$ cat config.mk
export PLATFORM = sky130hd
export DESIGN_NAME = fpa_accumulator
export DESIGN_NICKNAME = d
export VERILOG_FILES = /design/src/rtl/fpa_accumulator.sv
export SDC_FILE = /design/constraint.sdc
export NUM_CORES = 1
export LEC_CHECK = 0
export ABC_AREA = 1
export CAP_MARGIN = 20
export CORE_MARGIN = 2
export CORE_UTILIZATION = 55
export CTS_CLUSTER_DIAMETER = 40
export CTS_CLUSTER_SIZE = 28
export DETAILED_ROUTE_END_ITERATION = 7
export PLACE_DENSITY = 0.75
export SYNTH_ARGS = -nofsm -noshare
export SYNTH_HDL_FRONTEND = slang
export SYNTH_SLANG_ARGS = --single-unit
$ cat constraint.sdc
create_clock -name clk -period 15 [get_ports clk]
set_input_delay 3 -clock clk [delete_from_list [all_inputs] [get_ports clk]]
set_output_delay 3 -clock clk [all_outputs]
set_load 0.02 [all_outputs]
$ cat src/rtl/fpa_accumulator.sv
// Streaming floating-point accumulator wrapped around the combinational fpa adder.
// Build option: define FPA_ACCUMULATOR_ZERO_SKIP_EN to count zero operands without an ADD cycle.

module fpa (
    input  logic [31:0] in1,
    input  logic [31:0] in2,
    output logic [31:0] out
);
    logic        swap;
    logic [30:0] big_mag;
    logic [30:0] small_mag;
    logic        big_sign;
    logic        small_sign;
    logic [7:0]  big_exp;
    logic [7:0]  small_exp;
    logic [7:0]  exp_diff;
    logic [23:0] big_man;
    logic [23:0] small_man;
    logic [23:0] sum;
    logic [4:0]  lz;

    function automatic logic [4:0] lzc23(input logic [22:0] v);
        logic [4:0] n;
        n = 5'd23;
        for (int i = 0; i < 23; i++) begin
            if (v[i]) n = 5'(22 - i);
        end
        return n;
    endfunction

    // Normalised magnitudes compare correctly as plain unsigned {exp, mant} words.
    always_comb begin
        swap       = in2[30:0] > in1[30:0];
        big_mag    = swap ? in2[30:0] : in1[30:0];
        small_mag  = swap ? in1[30:0] : in2[30:0];
        big_sign   = swap ? in2[31] : in1[31];
        small_sign = swap ? in1[31] : in2[31];
        big_exp    = big_mag[30:23];
        small_exp  = small_mag[30:23];
        exp_diff   = big_exp - small_exp;
        big_man    = {1'b0, big_mag[22:0]};
        small_man  = (exp_diff > 8'd23) ? 24'd0 : ({1'b0, small_mag[22:0]} >> exp_diff);
        sum        = (big_sign == small_sign) ? big_man + small_man : big_man - small_man;
        lz         = lzc23(sum[22:0]);

        out = '0;
        if (in1[30:0] == '0) begin
            out = in2;
        end else if (in2[30:0] == '0) begin
            out = in1;
        end else if (sum == '0) begin
            out = '0;
        end else if (sum[23]) begin
            if (big_exp == 8'hFF) out = {big_sign, 8'hFF, 23'h7FFFFF};
            else                  out = {big_sign, big_exp + 8'd1, sum[23:1]};
        end else if ({3'b000, lz} <= big_exp) begin
            out = {big_sign, big_exp - {3'b000, lz}, sum[22:0] << lz};
        end
    end
endmodule

module fpa_accumulator #(
    parameter int unsigned CNT_W = 16
) (
    input  logic             clk,
    input  logic             rst,
    input  logic [31:0]      s_data,
    input  logic             s_valid,
    input  logic             s_last,
    output logic             s_ready,
    output logic [31:0]      m_data,
    output logic [CNT_W-1:0] m_count,
    output logic             m_valid,
    input  logic             m_ready
);
    typedef enum logic [1:0] {StAcc, StAdd, StDone} state_e;

    state_e           state_q;
    state_e           state_d;
    logic [31:0]      acc_q;
    logic [31:0]      acc_d;
    logic [31:0]      op_q;
    logic [31:0]      op_d;
    logic [CNT_W-1:0] cnt_q;
    logic [CNT_W-1:0] cnt_d;
    logic [CNT_W-1:0] cnt_inc;
    logic             last_pend_q;
    logic             last_pend_d;
    logic [31:0]      add_out;

    fpa u_fpa (
        .in1(acc_q),
        .in2(op_q),
        .out(add_out)
    );

    always_comb begin
        cnt_inc = (&cnt_q) ? cnt_q : cnt_q + CNT_W'(1);
    end

    always_ff @(posedge clk) begin
        if (rst) begin
            state_q     <= StAcc;
            acc_q       <= '0;
            op_q        <= '0;
            cnt_q       <= '0;
            last_pend_q <= 1'b0;
        end else begin
            state_q     <= state_d;
            acc_q       <= acc_d;
            op_q        <= op_d;
            cnt_q       <= cnt_d;
            last_pend_q <= last_pend_d;
        end
    end

    always_comb begin
        state_d     = state_q;
        acc_d       = acc_q;
        op_d        = op_q;
        cnt_d       = cnt_q;
        last_pend_d = last_pend_q;
        unique case (state_q)
            StAcc: begin
                if (s_valid) begin
                    if (cnt_q == '0) begin
                        // First element seeds the sum directly; no add needed.
                        acc_d = s_data;
                        cnt_d = CNT_W'(1);
                        if (s_last) state_d = StDone;
`ifdef FPA_ACCUMULATOR_ZERO_SKIP_EN
                    end else if (s_data[30:0] == '0) begin
                        cnt_d = cnt_inc;
                        if (s_last) state_d = StDone;
`endif
                    end else begin
                        op_d        = s_data;
                        last_pend_d = s_last;
                        state_d     = StAdd;
                    end
                end
            end
            StAdd: begin
                acc_d   = add_out;
                cnt_d   = cnt_inc;
                state_d = last_pend_q ? StDone : StAcc;
            end
            StDone: begin
                if (m_ready) begin
                    acc_d       = '0;
                    cnt_d       = '0;
                    last_pend_d = 1'b0;
                    state_d     = StAcc;
                end
            end
            default: state_d = StAcc;
        endcase
    end

    // Outputs are forced low while reset is asserted.
    always_comb begin
        s_ready = 1'b0;
        m_valid = 1'b0;
        m_data  = '0;
        m_count = '0;
        if (!rst) begin
            s_ready = (state_q == StAcc);
            m_valid = (state_q == StDone);
            m_data  = acc_q;
            m_count = cnt_q;
        end
    end
endmodule

# Yosys cells after proc, flatten, opt, wreduce, memory -nomap -nowiden

Index checks and enable logic that the tools add are counted.
W data, S select, Z words.

Bitwise gates (word level): 1
Shift operators: 2
Reductions and logical operators: 13
$lt $le $gt $ge: 3
Eq/ne operators: 11
Add/sub/neg operators: 6
Multiplexer cells: 58

Operators with widths:

| kind                    | count |
|---|---|
| $mux W32                | 9 |
| $pmux W32 S3            | 1 |
| $mux W31                | 3 |
| $mux W16                | 5 |
| $mux W5                 | 16 |
| $logic_not A31 Y1       | 2 |
| $mux W24                | 2 |
| $pmux W16 S3            | 1 |
| $gt A31 B31 Y1          | 1 |
| $add A23 B24 Y24        | 1 |
| $logic_not A24 Y1       | 1 |
| $shr A23 B8 Y24         | 1 |
| $sub A23 B24 Y24        | 1 |
| $shl A23 B5 Y23         | 1 |
| $add A16 B1 Y16 const B | 1 |
| $logic_not A16 Y1       | 1 |
| $reduce_and A16 Y1      | 1 |
| $mux W2                 | 7 |
| $mux W3                 | 4 |
| $ne A2 B2 Y1 const B    | 5 |
| $reduce_and A5 Y1       | 2 |
| $add A8 B1 Y8 const B   | 1 |
| $eq A8 B8 Y1 const B    | 1 |
| $gt A8 B5 Y1 const B    | 1 |
| 17 further kinds        | 25 |

Input bits: 37
Bits in registers: 83
Output and inout port bits: 50

# Logic depth before layout (Yosys ltp)

Depth after elaboration: 37
Depth in mapped cells: 77

# Hierarchy

A second synthesis with hierarchy kept.

Cell total of the unflattened synthesis: 2090
Area, all modules: 11738.8 um2

By module, submodules not included:

| module          | area each (um2) | cells an instance | times used | sequential area each (um2) |
|---|---|---|---|---|
| fpa             | 7636.1          | 1495              | 1          | 0.0 |
| fpa_accumulator | 4102.7          | 595               | 1          | 1661.6 |

# Least setup slack after synthesis

Ideal clock, no wire load.

Path kind: reg2reg
From: register acc_q[26]
To: register acc_q[14]
Period minus slack after synthesis: 8360 ps
Cell stages (with the launch flop): 68
Buffers on the path: 3
Data required time: 14882 ps
Arrival: 8242 ps
Setup slack: 6640 ps
Cells stage by stage: dfxtp_1 -> inv_1 -> ha_1 -> buf_2 -> nand2_1 -> inv_1 -> nand2_1 -> nand2_1 -> nand2_1 -> nand2_1 -> a21oi_1 -> nand2_4 -> nand2_4 -> nand2_1 -> nand3_1 -> ha_1 -> inv_1 -> nand2_1 -> [32 not listed] -> clkinv_1 -> ha_1 -> a21oi_1 -> o21ai_0 -> a21oi_1 -> nand2_1 -> nor2_1 -> inv_1 -> nand2_1 -> inv_1 -> nand2_2 -> inv_2 -> o211ai_1 -> nand3_2 -> nand3_1 -> nand2_1 -> nand2_1 -> a21oi_2

Word-level cells in the longest chain between the ends: 37
Elaborated cells on any way between the ends: 50
Classes of those cells: add/sub: 3; order compare: 3; eq/ne: 3; shift: 2; mux: 36; reduce/logical: 3

Ends and longest elaborated chain:

| element                                                     | line   | source |
|---|---|---|
| from (decl)                                                 | 80     | `logic [31:0] acc_q;` |
| from (signal assigned)                                      | 104    | `acc_q <= '0;` |
| from (signal assigned)                                      | 110    | `acc_q <= acc_d;` |
| $gt A31 B31 Y1                                              | 33     | `swap = in2[30:0] > in1[30:0];` |
| $mux W31, on equally long branches                          | 34, 35 |  |
| $sub A8 B8 Y8                                               | 40     | `exp_diff = big_exp - small_exp;` |
| $shr A23 B8 Y24 / $gt A8 B5 Y1 (equally long branches)      | 42     | `small_man = (exp_diff > 8'd23) ? 24'd0 : ({1'b0, small_mag[22:0]} >> exp_diff);` |
| $mux W24                                                    | 42     |  |
| $sub A23 B24 Y24 / $add A23 B24 Y24 (equally long branches) | 43     | `sum = (big_sign == small_sign) ? big_man + small_man : big_man - small_man;` |
| $mux W24                                                    | 43     |  |
| $mux W1                                                     | 26     | `if (v[i]) n = 5'(22 - i);` |
| [6 not listed]                                              | n/a    |  |
| $mux W5 (16 in a row)                                       | 26     |  |
| $le A5 B8 Y1 / $shl A23 B5 Y23 (equally long branches)      | 56, 57 |  |
| $mux W32                                                    | 56     | `end else if ({3'b000, lz} <= big_exp) begin` |
| $mux W32                                                    | 53     | `end else if (sum[23]) begin` |
| $mux W32                                                    | 51     | `end else if (sum == '0) begin` |
| $mux W32                                                    | 49     | `end else if (in2[30:0] == '0) begin` |
| $mux W32                                                    | 47     | `if (in1[30:0] == '0) begin` |
| $pmux W32 S3                                                | 123    | `unique case (state_q)` |

Parallel ways exist; a longest one is shown, timed or not. The select of a mux whose other input is x is not followed.
A chain may end at the register's enable or synchronous reset.

# Worst setup path in the final report

From: register acc_q[23]
To: register acc_q[11]

The elaborated chain is that of the path after synthesis.

==> out/summary.txt <==
Status: finished clean
Critical R2R Launch: acc_q[23]
Via Count: 13500
Hold path start: last_pend_q
Fin crit period: 11.69 ns
Finished Core Util: 62.4%
CP dominant cell by count: nand2_1
IO Port Bufs: 86
CP endpoint: acc_q[11]
Fin crit share: 78.0%
Clock-pin slew on the worst setup and hold paths: 0.07 ns
Filler instances: 1977
Setup bufs post-CTS: 0
Synth Instances: 1922
# hold bufs at CTS: 0
Layout net count: 2056
Synthesized area per cell: 5.65 sq um
Register bit total from synthesis: 83
R2r endpoint: acc_q[11]
All-Layer GR Usage: 40.3%
CTS tree: built
Slowest stage delay, CP: 0.89 ns
Core Area: 19400 sq um
H-tree levels: 3
RePlAce Congestion: 1.08
Flip-flop and latch area: 1660 sq um
Site Rows: 51
Area occupied by multi-input gates: 7920 sq um
Reg2Reg Setup Slack: 3.31 ns
Arrival @ worst endpoint: 11.97 ns
Synth unique cells: 55
Syn_nets: 2029
Vias in the first global route: 12100
Final Skew: 0.00989 ns
Final setup violation count: 0
Max-slew headroom: 37.6%
Max Freq: 0.0855 GHz
Hold Path Class: register to register
Share of cells above drive strength 1: 5.12%
Initial antenna violation count: 0
Wirelength per Cell: 19.1 um
Drt first pass iters: 7
Final Hold Fails: 0
Inserted Diodes: 0
Yosys warnings: 0
R2r worst-path depth: 53
CP endpoint kind: register
Worst skew pair latency: 0.35 ns
Die height: 144 um
Critical Path Source: acc_q[23]
Die Area: 20900 sq um
Die W: 144 um
Drt first-iter violations: 1634
Num CTS Buffers: 9
Final Max Slew Viols: 0
DRC viols: 0
Post-DP HPWL: 33100 um
Setup tns final: 0 ns
Least-Margin Pin Slew: 0.936 ns
Area Growth Syn to Fin: 11.6%
Routed WL: 42400 um
# clock sinks: 83
Seq/Total Area, Yosys: 15.3%
Critical path's slowest cell: ha_1
I/O Pins: 87
Startpoint types: register
Max cap viols: 0
Cell area after layout: 12100 sq um
Critical Path Fanout Max: 104
Initial Utilization: 56.0%
CTS root buffer: clkbuf_16
Post-DP Area: 11700 sq um
WP data required: 15.28 ns
Hold Worst Slack: 0.455 ns
Via density: 6.09
Largest net degree at the start of global routing: 105
Critical path type: register to register
Remaining antenna violation count: 0
Post-Syn Area: 10900 sq um
Maximum root-to-sink buffer count: 2
RSZ-0062 raised after global routing: false
First-pass GRT wire length: 64800 um
Gr ovfl total: 0
CTS resizes: 0
[cell families after synthesis]
| kind of cell | after synthesis | synth area share, % |
|---|---|---|
| simple gates | 997 | 40.7 |
| buf+inv | 316 | 11.9 |
| fa+ha+maj | 70 | 8.21 |
| flops | 83 | 15.3 |
| mux | 2 | 0.184 |
| compound gates | 406 | 19.7 |
| xor+xnor | 48 | 4.01 |
[worst min-delay path by stage]
stage	slack, ns	cells after the start	end
after floorplan	0.42	2	last_pend_q
after global placement	0.44	2	last_pend_q
after detailed placement	0.45	2	last_pend_q
after CTS	0.46	2	last_pend_q
after global routing	0.47	2	last_pend_q
final	0.45	2	last_pend_q
[worst max-delay path, delay by kind of cell, from the launching register on]
kind | cells | cell delay [ns]
simple gates | 23 | 3.32
fa+ha+maj | 5 | 2.64
compound gates | 14 | 2.60
buf+inv | 9 | 2.18
xor+xnor | 2 | 0.53
flops | 1 | 0.32
[metrics by stage]
stage | cells | setup WS [ns]
after floorplan | 1922 | 6.64
after global placement | 2198 | 3.70
after detailed placement | 2198 | 3.29
after CTS | 2214 | 3.25
after global routing | 2219 | 2.12
final | 2219 | 3.31
[synthesized netlist by cell type, drive strengths merged]
master   instances  share of area [%]
dfxtp           83                 15
buf             33                2.1
a211oi           2               0.14
nor2           178                6.5
nand3          198                9.4
a21boi           3               0.24
o211ai           9               0.62
ha              68                7.8
clkbuf          53                1.8
nor3b            2               0.14
o21bai           2               0.14
o21ai          173                8.0
xnor2           11               0.89
mux2i            2               0.18
o2111ai          1              0.081
xor2            37                3.1
a2111oi          1              0.081
nor3            29                1.4
and3             1              0.058
clkinv           7               0.25
a31oi            7               0.40
and2             2               0.12
o31ai            5               0.35
a21o             3               0.21
nand3b           1              0.069
nand2          504                 18
a32oi            1              0.081
a22oi            2               0.14
o21a             3               0.21
inv            223                7.7
nor4            11               0.63
or2              6               0.35
fa               2               0.37
o311ai           2               0.16
nand4           65                3.9
a21oi          192                8.9
[registers in the layout, summed over array words and instances (netlist names)]
signal / flops
acc_q: 32
op_q: 32
cnt_q: 16
state_q: 2
last_pend_q: 1
[cell usage in the layout (no fill, tap or decap), types with 3 or more instances in the layout]
cell	count
nand2_1	481
inv_1	212
nand3_1	193
a21oi_1	190
nor2_1	165
o21ai_0	142
clkdlybuf4s50_1	85
dfxtp_1	83
ha_1	68
nand4_1	62
xor2_1	34
o21ai_1	31
nor3_1	27
nand2_2	20
xnor2_1	11
nor2_2	11
inv_2	11
nor4_1	11
buf_4	11
o211ai_1	9
clkbuf_16	9
a31oi_1	7
clkinv_1	6
o31ai_1	5
nand3_2	5
or2_2	4
a21o_1	3
nand2_4	3
xor2_2	3
clkinv_2	3
nand4_2	3
o21a_1	3
buf_16	3
[cell type report]
cell class,count,area share (%)
multi-input cells,1523,65.4
flip-flops and latches,83,13.7
repair buffers,102,8.72
inverters,230,7.14
well taps,265,2.74
clock buffers,12,2.12
clock inverters,4,0.207
[routing by layer]
layer | vias up | track usage (%) | wire (um)
met1 | 6094 | 52.6 | 16800
met2 | 799 | 62.3 | 18500
met5 | - | 0 | 0
met3 | 193 | 7.19 | 4270
li1 | 6438 | - | -
met4 | 0 | 23.1 | 2860
Power is not shown: default switching activity piles up to over one toggle a cycle in this logic, so the estimate is an artifact.
